File: config.mk
export PLATFORM = sky130hd
export DESIGN_NAME = usb_out_reader
export DESIGN_NICKNAME = d
export VERILOG_FILES = /design/src/rtl/usb_pkg.sv /design/src/rtl/sync_2ff.sv /design/src/rtl/usb_out_reader.sv
export SDC_FILE = /design/constraint.sdc
export NUM_CORES = 1
export LEC_CHECK = 0
export ABC_AREA = 0
export CORE_AREA = 3 3 78 80
export CTS_BUF_LIST = sky130_fd_sc_hd__clkbuf_16
export DETAILED_ROUTE_END_ITERATION = 10
export DIE_AREA = 0 0 81 83
export PLACE_DENSITY = 0.83
export SLEW_MARGIN = 10
export SYNTH_ARGS = -nofsm -noshare
export SYNTH_HDL_FRONTEND = slang
export SYNTH_HIERARCHICAL = 1
export SYNTH_SLANG_ARGS = --single-unit
File: constraint.sdc
create_clock -name clk_50 -period 2.3 [get_ports clk_50]
set_input_delay 0.46 -clock clk_50 [delete_from_list [all_inputs] [get_ports clk_50]]
set_output_delay 0.46 -clock clk_50 [all_outputs]
set_load 0.01 [all_outputs]
File: src/rtl/usb_pkg.sv
// Shared USB buffer-side definitions: FSM encodings, buffer widths and the length clamp,
// used by both the OUT-buffer reader and the IN-buffer writer.
package usb_pkg;

   localparam int ADDR_W          = 9;
   localparam int LEN_W           = 10;
   localparam int MAX_LEN_DEFAULT = 512;

   typedef enum logic [2:0] {
      IDLE      = 3'd0,
      ARM       = 3'd1,
      ARM_WAIT  = 3'd2,
      WAIT_DATA = 3'd3,
      READ      = 3'd4,
      LAT       = 3'd5,
      PRESENT   = 3'd6
   } buf_state_e;

   function automatic logic [LEN_W-1:0] clamp_len(input logic [LEN_W-1:0] len,
                                                  input logic [LEN_W-1:0] max_len);
      return (len > max_len) ? max_len : len;
   endfunction

endpackage

File: src/rtl/sync_2ff.sv
// Two-flop synchronizer for a single asynchronous level into the clk domain.
module sync_2ff (
   input  logic clk,
   input  logic reset,
   input  logic d_i,
   output logic q_o
);

   logic meta_q;
   logic sync_q;

   // NOTE: sequential state uses non-blocking assignments so both flops sample the old values.
   always_ff @(posedge clk) begin
      if (reset) begin
         meta_q <= 1'b0;
         sync_q <= 1'b0;
      end else begin
         meta_q <= d_i;
         sync_q <= meta_q;
      end
   end

   assign q_o = sync_q;

endmodule

File: src/rtl/usb_out_reader.sv
// Drains packets from the USB OUT buffer into a valid/ready byte stream, one byte
// per READ/LAT/PRESENT round trip, re-arming the buffer after every packet.
module usb_out_reader
   import usb_pkg::*;
#(
   parameter int MAX_LEN = MAX_LEN_DEFAULT
) (
   input  logic              clk_50,
   input  logic              reset,
   input  logic              usb_configured,
   input  logic              buf_out_hasdata,
   input  logic [LEN_W-1:0]  buf_out_len,
   output logic              buf_out_arm,
   input  logic              buf_out_arm_ack,
   output logic [ADDR_W-1:0] buf_out_addr,
   input  logic [7:0]        buf_out_q,
   output logic [7:0]        out_data,
   output logic              out_valid,
   input  logic              out_ready,
   output logic              out_last,
   output logic [15:0]       pkt_count
);

   localparam logic [LEN_W-1:0] LEN_MAX = LEN_W'(MAX_LEN);

   logic usb_configured_s;
   logic buf_out_hasdata_s;
   logic buf_out_arm_ack_s;

   sync_2ff u_sync_cfg  (.clk(clk_50), .reset(reset), .d_i(usb_configured),  .q_o(usb_configured_s));
   sync_2ff u_sync_data (.clk(clk_50), .reset(reset), .d_i(buf_out_hasdata), .q_o(buf_out_hasdata_s));
   sync_2ff u_sync_ack  (.clk(clk_50), .reset(reset), .d_i(buf_out_arm_ack), .q_o(buf_out_arm_ack_s));

   buf_state_e        state_q, state_d;
   logic [ADDR_W-1:0] addr_q,  addr_d;
   logic [LEN_W-1:0]  len_q,   len_d;
   logic [7:0]        data_q,  data_d;
   logic              last_q,  last_d;
   logic [15:0]       pkt_q,   pkt_d;
   logic [LEN_W-1:0]  len_clamped;

   assign len_clamped = clamp_len(buf_out_len, LEN_MAX);

   // NOTE: every always_comb output gets a default first, so no path can infer a latch.
   always_comb begin
      state_d = state_q;
      addr_d  = addr_q;
      len_d   = len_q;
      data_d  = data_q;
      last_d  = last_q;
      pkt_d   = pkt_q;

      // Losing configuration abandons whatever is in flight, including a pending handshake.
      if (!usb_configured_s && state_q != IDLE) begin
         state_d = IDLE;
      end else begin
         unique case (state_q)
            IDLE: begin
               if (usb_configured_s) state_d = ARM;
            end
            ARM: begin
               if (buf_out_arm_ack_s) state_d = ARM_WAIT;
            end
            ARM_WAIT: begin
               if (!buf_out_arm_ack_s) state_d = WAIT_DATA;
            end
            WAIT_DATA: begin
               if (buf_out_hasdata_s) begin
                  len_d  = len_clamped;
                  addr_d = '0;
                  if (len_clamped == '0) begin
                     pkt_d   = pkt_q + 16'd1;
                     state_d = ARM;
                  end else begin
                     state_d = READ;
                  end
               end
            end
            READ: begin
               state_d = LAT;
            end
            LAT: begin
               data_d  = buf_out_q;
               last_d  = ({1'b0, addr_q} == len_q - 1'b1);
               state_d = PRESENT;
            end
            PRESENT: begin
               if (out_ready) begin
                  if (last_q) begin
                     pkt_d   = pkt_q + 16'd1;
                     state_d = ARM;
                  end else begin
                     addr_d  = addr_q + 1'b1;
                     state_d = READ;
                  end
               end
            end
            default: state_d = IDLE;
         endcase
      end
   end

   always_ff @(posedge clk_50) begin
      if (reset) begin
         state_q <= IDLE;
         addr_q  <= '0;
         len_q   <= '0;
         data_q  <= '0;
         last_q  <= 1'b0;
         pkt_q   <= '0;
      end else begin
         state_q <= state_d;
         addr_q  <= addr_d;
         len_q   <= len_d;
         data_q  <= data_d;
         last_q  <= last_d;
         pkt_q   <= pkt_d;
      end
   end

   // Gating with the synchronized status drops out_valid in the same cycle configuration is lost.
   assign out_valid    = (state_q == PRESENT) && usb_configured_s;
   assign buf_out_arm  = (state_q == ARM);
   assign buf_out_addr = addr_q;
   assign out_data     = data_q;
   assign out_last     = last_q;
   assign pkt_count    = pkt_q;

endmodule

* Yosys cells after proc, flatten, opt, wreduce, memory -nomap -nowiden *
Cells that the tools add are included.

cells by class
  $add $sub $neg = 3
  magnitude comparators = 1
  equal/unequal tests = 15
  multiplexer cells = 18
  bitwise gates (word level) = 1
  reduce and logical (&&, ||, !) cells = 13

operators with widths
  operator                                                                  count
  16-bit two-way mux                                                        4
  16-bit case mux with 2 select lines                                       1
  9-bit two-way mux                                                         3
  3-bit two-way mux                                                         7
  3-bit case mux with 7 select lines                                        1
  9-bit case mux with 2 select lines                                        1
  16-bit by 1-bit adder with 16-bit output (second input constant)          1
  9-bit by 10-bit equality test with 1-bit output                           1
  10-bit greater-than comparator (second input constant)                    1
  10-bit zero test                                                          1
  10-bit two-way mux                                                        1
  2-bit inequality test (second input constant)                             5
  5-bit AND reduction                                                       2
  10-bit by 1-bit subtractor with 10-bit output (second input constant)     1
  9-bit by 1-bit adder with 9-bit output (second input constant)            1
  3-bit equality test (second input constant)                               3
  3-bit by 2-bit equality test with 1-bit output (second input constant)    2
  2-bit by 1-bit inequality test with 1-bit output (second input constant)  3
  6-bit AND reduction                                                       1
  3-bit by 1-bit equality test with 1-bit output (second input constant)    1
  3-bit zero test                                                           1
  3-bit AND reduction                                                       1
  3-bit nonzero test                                                        1
  1-bit logical AND                                                         2
  other kinds (5)                                                           5

storage, ports and cells
  flip-flop bits (word level) = 53
  input bits = 24
  output and inout port bits = 36
  word-level logic and storage cells = 63

* Depth between registers and ports, before layout *
Gate-level depths: netlist of the first run.

  depth after elaboration = 6
  mapped depth = 7
  mapped depth without buffers = 7

* Cells and area by module *
The synthesis of the first run kept the hierarchy.

modules (own cells, without submodules)
  module          times used  cells an instance  area an instance (µm²)  seq. area each (µm²)
  usb_out_reader  1           314                2543.7                  940.9
  sync_2ff        3           4                  52.6                    40.0

* Least setup slack after synthesis of the first run *
OpenSTA, ideal clock, no wires.

  path kind = input-to-reg
  start = in buf_out_len[0]
  end = reg pkt_q[9] (netlist: pkt_count[9])
  setup time = 71 ps
  data arrival time = 2090 ps
  data required time = 2229 ps
  path slack = 140 ps
  stages on the path = 5
  path buffers = 0
  cells stage by stage = or4_1 o31ai_4 nand4_4 or3_1 a21oi_1

between the ends
  word-level cells in the longest chain between the ends = 5

ends and longest elaborated chain
  what                                      RTL line               text
  start: declaration                        usb_out_reader.sv:12   input logic [LEN_W-1:0] buf_out_len,
  10-bit greater-than comparator            usb_pkg.sv:21          return (len > max_len) ? max_len : len;
  10-bit two-way mux *                      usb_pkg.sv:21
  10-bit zero test *                        usb_out_reader.sv:71   if (len_clamped == '0) begin
  2-bit inequality test (no source line) *  -
  6-bit AND reduction (no source line) *    -
  end signal: assignment                    usb_out_reader.sv:117  pkt_q <= pkt_d;
  end: declaration                          usb_out_reader.sv:39   logic [15:0] pkt_q, pkt_d;

Every way passes the cells marked *; elsewhere a longest branch is shown, timed or not.
A chain may end at the register's enable or synchronous reset.

* Final worst setup path of the first run *
  start = in buf_out_len[1]
  end = reg pkt_q[12] (netlist: pkt_count[12])

The elaborated chain is that of the path after synthesis.

==> results of run 1 <==
## layer usage
| metal | vias to the layer above | wire length (um) | GRT usage |
|---|---|---|---|
| li1 | 1298 | - | - |
| met1 | 1198 | 2958 | 0.2481 |
| met2 | 63 | 3268 | 0.3271 |
| met3 | 10 | 283 | 0.02711 |
| met4 | 0 | 125 | 0.07527 |
| met5 | - | 0 | 0 |
## sequential cells by signal (all words and copies together), names as in the netlist, 3 cells and up
name and count:
buf_out_addr 9, len_q 10, pkt_count 16, out_data 8, state_q 3
## what timing repair did
item,in CTS,in global routing
setup buffers,0,3
resized for setup,0,6
hold buffers,0,0
endpoints found under the setup margin,0,10
## per-stage QoR
stage | hold WS [ns] | instance area [um^2] | util | setup WS [ns] | TNS (ns)
finish | 0.4414 | 3587 | 0.6555 | 0.03892 | 0
global route | 0.4588 | 3587 | 0.6555 | -0.03408 | -0.03536
CTS | 0.4453 | 3546 | 0.6479 | 0.009111 | 0
detailed placement | 0.4283 | 3402 | 0.6216 | -0.2735 | -3.293
global placement | 0.4189 | 3402 | 0.6216 | -0.2229 | -2.553
floorplan | 0.4138 | 2701 | - | 0.1398 | 0
## area by class of cell
| class | instances | area share |
|---|---|---|
| Clock buffer | 5 | 0.03488 |
| Clock inverter | 3 | 0.005232 |
| Inverter | 9 | 0.009418 |
| Multi-Input combinational cell | 249 | 0.4353 |
| Sequential cell | 53 | 0.2965 |
| Tap cell | 72 | 0.02511 |
| Timing Repair Buffer | 73 | 0.1936 |
## worst register-to-register path, stage by stage, from the launching register on
cell and delay (ns):
dfxtp_1 0.45, inv_1 0.07, ha_1 0.29, nor2b_1 0.17, o311ai_0 0.41, nand4_1 0.19
o31ai_1 0.24
## synthesized netlist by cell type, types with 3 or more instances
master / count
or3_1: 12
xor2_1: 13
nand2_1: 40
nor2b_1: 9
nor4_1: 3
inv_1: 9
nor3_1: 14
dfxtp_1: 53
xnor2_1: 12
nand4_1: 8
o21ai_0: 16
and2_1: 4
nor2_1: 16
ha_1: 3
or2_2: 3
a21oi_1: 31
clkbuf_1: 12
nand3b_1: 13
and3b_1: 4
nand3_1: 12
and3_1: 4
## report_power, final
group          internal [mW]  switching, mW
clock network          0.400          0.327
logic                 0.0997         0.0802
registers              0.935         0.0477
## cells by family after synthesis
kind of cell	synth area share
buffers and inverters	0.03381
adder cells (fa/ha/maj)	0.01390
AND/OR/NAND/NOR	0.3261
AO/OA/AOI/OAI	0.1487
XOR/XNOR	0.08106
flip-flops	0.3928
multiplexers	0.003706
## worst max path at each step
stage | from | end | slack (ns)
after global placement | buf_out_len[6] | pkt_count[11] | -0.22
after global routing | buf_out_len[0] | pkt_count[12] | -0.03
after CTS | buf_out_len[6] | pkt_count[9] | 0.009
after detailed placement | buf_out_len[6] | pkt_count[9] | -0.27
final | buf_out_len[1] | pkt_count[12] | 0.04
after floorplan | buf_out_len[0] | pkt_count[9] | 0.14
==> results.yml, run 1 <==
global_routing:
  grt.total_usage: 0.1949
  grt_max_degree: 22
  antenna_found_initial: 0
  grt_pass1_wl_um: 10550
  grt_pass1_vias: 2319
  grt-ovfl-total: 0
sta:
  fmax_ghz: 0.4423
  hold_violations: 0
  setup_viol: 0
  worst_slew_pin_slew_ns: 0.5061
  slew_violations: 0
  final.setup_skew_ns: 0.006282
  period_share: 0.9831
  relSlewSlack: 0.6626
  fin_crit_ns: 2.261
clocking:
  tritoncts: "built"
  cts_root_buf: "clkbuf_16"
  clk_path_buf_depth: 2
  clock-sinks: 53
  cts_buffers: 5
  path_clk_slew_ns: 0.07
  clock_latency_ns: 0.29
  cts-htree-levels: 2
critical_path:
  critPathTopFamily: "simple AND/OR/NAND/NOR gates"
  path_buf_inv: 2
  cp.arrival_ns: 2.49
  r2r-end: "out_last"
  crit_path_start_kind: "primary input"
  timing.rr.start: "len_q[0]"
  reg2reg_depth: 6
  worstPathCellList: "clkdlybuf4s50_1 > or4_4 > o31ai_4 > buf_6 > nand4_4 > or3_4 > a21oi_2"
  path_max_fanout: 7
  slowest_stage: "or4_4"
  path_depth: 7
  required_ns: 2.53
  max_stage_delay_ns: 0.55
  criticalPathCategory: "in2reg"
  reg2reg_setup_slack_ns: 0.40
  end_kind: "register"
power:
  p_per_area_nw_per_um2: 526.5
  power_mw: 1.889
  cellLeakagePower_nw: 1.200
  irDropWorstVdd_uv: 309.1
route:
  finalWirelength_um: 6636
  vias: 2569
  antenna_left: 0
  dr.pass1.iters: 4
  drcViolationCount: 0
  via_per_inst: 5.537
  drtIter0Drc: 133
  post_drt_wl_per_cell_um: 14.30
logic_synthesis:
  synth_seq_area_share: 0.3928
  yosysTopAreaCell: "dfxtp_1"
  async_reset_ff_frac: 0
  synth-seq-cells: 53
  synth_enable_flop_cells: 0
  syn_inst: 326
  syn_area_per_cell_um2: 8.286
  syn_area_um2: 2701
  synth_top_cell_area_share: 0.3928
  yosys-top-cells-area: "dfxtp_1 39%, a21oi_1 5.7%, nand2_1 5.6%"
  yosysUniqueCellTypes: 49
  synth_ff_type: "dfxtp_1"
  syn_nets: 353
  yosys_warnings: 6
final_layout:
  final_layout_size_suffix_gt1_frac: 0.08929
  seq_area_um2: 1064
  diodes: 0
  final_common_cell: "clkdlybuf4s50_1"
  multi_input_area_um2: 1562
  mostFrequentLayoutCells: "58 x clkdlybuf4s50_1, 51 x dfxtp_1, 40 x nand2_1, 30 x a21oi_1"
  stdcell_count: 464
  syn_to_final_growth_pct: 32.79
  fill_cells: 464
  fin_nets: 418
place:
  dp_hpwl_um: 4827
  place.gp.congestion: 0.8347
  post-place-cells: 453
  io_buffers: 59
floorplan:
  die_w_um: 81
  ios: 60
  start_util: 0.4936
  die_h_um: 83
  row_count: 27
  core_area_um2: 5473
  die-area_um2: 6723
run:
  drv_cap: 0
hold_path:
  min_path_cells: 1
  min_from: "u_sync_ack/meta_q"
  hp-class: "reg2reg"
  holdPathEnd: "u_sync_ack/q_o"
run_status:
  status: "finished clean"
Note: power is estimated with default switching activity, not from simulation.
==> run 2, diff against run 1 <==
--- a/config.mk
+++ b/config.mk
@@ -6,11 +6,11 @@
 export NUM_CORES = 1
 export LEC_CHECK = 0
 export ABC_AREA = 0
-export CORE_AREA = 3 3 78 80
+export CORE_AREA = 3 3 87 72
 export CTS_BUF_LIST = sky130_fd_sc_hd__clkbuf_16
 export DETAILED_ROUTE_END_ITERATION = 10
-export DIE_AREA = 0 0 81 83
-export PLACE_DENSITY = 0.83
+export DIE_AREA = 0 0 90 75
+export PLACE_DENSITY = 0.84
 export SLEW_MARGIN = 10
 export SYNTH_ARGS = -nofsm -noshare
 export SYNTH_HDL_FRONTEND = slang
==> results.yml, run 2 (synthesis results as in run 1) <==
final_layout:
  syn_to_final_growth_pct: 33.81
  diodes: 0
  mostFrequentLayoutCells: "54 x clkdlybuf4s50_1, 52 x dfxtp_1, 40 x nand2_1, 28 x a21oi_1"
  fill_cells: 448
  final_layout_size_suffix_gt1_frac: 0.09719
  postLayoutCellArea_um2: 3615
  final_common_cell: "clkdlybuf4s50_1"
  largest_register_ffs: 16
  fin_nets: 419
place:
  place_area_um2: 3432
  dp_hpwl_um: 5045
  place.gp.congestion: 0.8128
  io_buffers: 59
  pre_cts_slack_ns: -0.2989
global_routing:
  grt_max_degree: 31
  grt_pass1_vias: 2412
  antenna_found_initial: 0
  grt_pass1_wl_um: 11370
  grt.total_usage: 0.2061
  grt-ovfl-total: 0
route:
  drcViolationCount: 0
  drtIter0Drc: 207
  post_drt_wl_per_cell_um: 14.91
  dr.pass1.iters: 4
  vias: 2611
  antenna_left: 0
  finalWirelength_um: 6992
  via_per_inst: 5.567
critical_path:
  crit_path_start_kind: "primary input"
  worstSetupStartpoint: "buf_out_len[7]"
  cp.arrival_ns: 2.45
  required_ns: 2.52
  criticalPathCategory: "in2reg"
  timing.rr.start: "state_q[0]"
  path_max_fanout: 8
  end_kind: "register"
power:
  irDropWorstVdd_uv: 329.7
  cellLeakagePower_nw: 1.244
  p_per_area_nw_per_um2: 515.2
floorplan:
  row_count: 24
  ios: 60
  start_util: 0.4943
  die_h_um: 75
  die_w_um: 90
  core_area_um2: 5465
  die-area_um2: 6750
sta:
  final.setup_skew_ns: 0.004032
  hold_violations: 0
  whs_ns: 0.4371
  setup_viol: 0
  fin_ws_ns: 0.07401
  relSlewSlack: 0.6231
  fin_crit_ns: 2.226
  period_share: 0.9678
  rsz0062_at_grt: "false"
  worst_slew_pin_slew_ns: 0.5583
  slew_violations: 0
  fmax_ghz: 0.4492
clocking:
  tritoncts: "built"
  cts-htree-levels: 2
  cts_buffers: 5
  clk_path_buf_depth: 2
  cts_root_buf: "clkbuf_16"
  clock-sinks: 53
  clock_latency_ns: 0.29
  cts-hold-fix-buffers: 0
  path_clk_slew_ns: 0.06
run_status:
  status: "finished clean"
run:
  drv_cap: 0
hold_path:
  hp-class: "reg2reg"
  min_from: "u_sync_cfg/meta_q"
==> run 2: cell types whose count changed in the layout (fill, tap and decap cells not counted) <==
cell / previous run / this run
inv_1: 10 / 9
clkinvlp_4: 2 / 0
dfxtp_1: 51 / 52
or3_4: 1 / 3
a21oi_1: 30 / 28
clkinv_2: 0 / 1
dlymetal6s2s_1: 0 / 4
dfxtp_2: 2 / 1
a21oi_2: 1 / 3
clkdlybuf4s50_1: 58 / 54
or3_1: 11 / 9
buf_4: 13 / 14
==> run 2: report_power, final <==
| part | switching [mW] | internal [mW] | leakage [nW] |
|---|---|---|---|
| clock | 0.302 | 0.389 | 0.0655 |
| combinational | 0.0900 | 0.102 | 0.750 |
| sequential | 0.0450 | 0.934 | 0.429 |
| total | 0.437 | 1.43 | 1.24 |
==> run 2: area by class of cell <==
type	count	area [um^2]	share of cell area
multi-input combinational	249	1579	0.4368
sequential	53	1062	0.2939
timing repair buffer	74	711.9	0.1970
clock buffer	5	125.1	0.03461
tap	78	97.59	0.02700
inverter	9	33.78	0.009346
clock inverter	1	5.005	0.001385
==> run 2: final timing paths <==
kind,depth (start not counted),slack [ns],endpoint
setup / recovery,7,0.07,pkt_count[12]
hold / removal,1,0.44,u_sync_cfg/q_o
setup reg to reg,6,0.26,buf_out_addr[5]
hold reg to reg,1,0.44,u_sync_cfg/q_o
==> run 2: worst max-delay path, cell delays in order <==
cell and delay [ns]:
clkdlybuf4s50_1 0.43, or4_4 0.55, o31ai_4 0.19, buf_6 0.16, nand4_4 0.13, or3_4 0.40
a21oi_2 0.13
==> run 2: per-layer routing <==
metal  vias to the layer above  global-route usage  part of all wire
met5                         -                   0                 0
met4                         0             0.05942            0.0080
met3                         8             0.04196             0.055
met2                        84              0.3684              0.50
met1                      1232              0.2582              0.44
li1                       1287                   -                 -
==> run 2: metrics by stage <==
stage / instances / util / total power [mW] / setup TNS [ns]
2_1_floorplan: 326 / - / 1.097 / 0
3_3_place_gp: 462 / 0.6280 / 1.175 / -2.723
3_5_place_dp: 462 / 0.6280 / 1.181 / -3.414
4_1_cts: 468 / 0.6525 / 1.865 / 0
5_1_grt: 469 / 0.6614 / 1.924 / 0
6_report: 469 / 0.6614 / 1.862 / 0
==> run 2: timing repair <==
item / 4_1_cts / 5_1_grt
pin swaps: 0 / 5
gates resized for setup: 1 / 12
buffers inserted: 0 / 1
endpoints found under the setup margin: 2 / 9
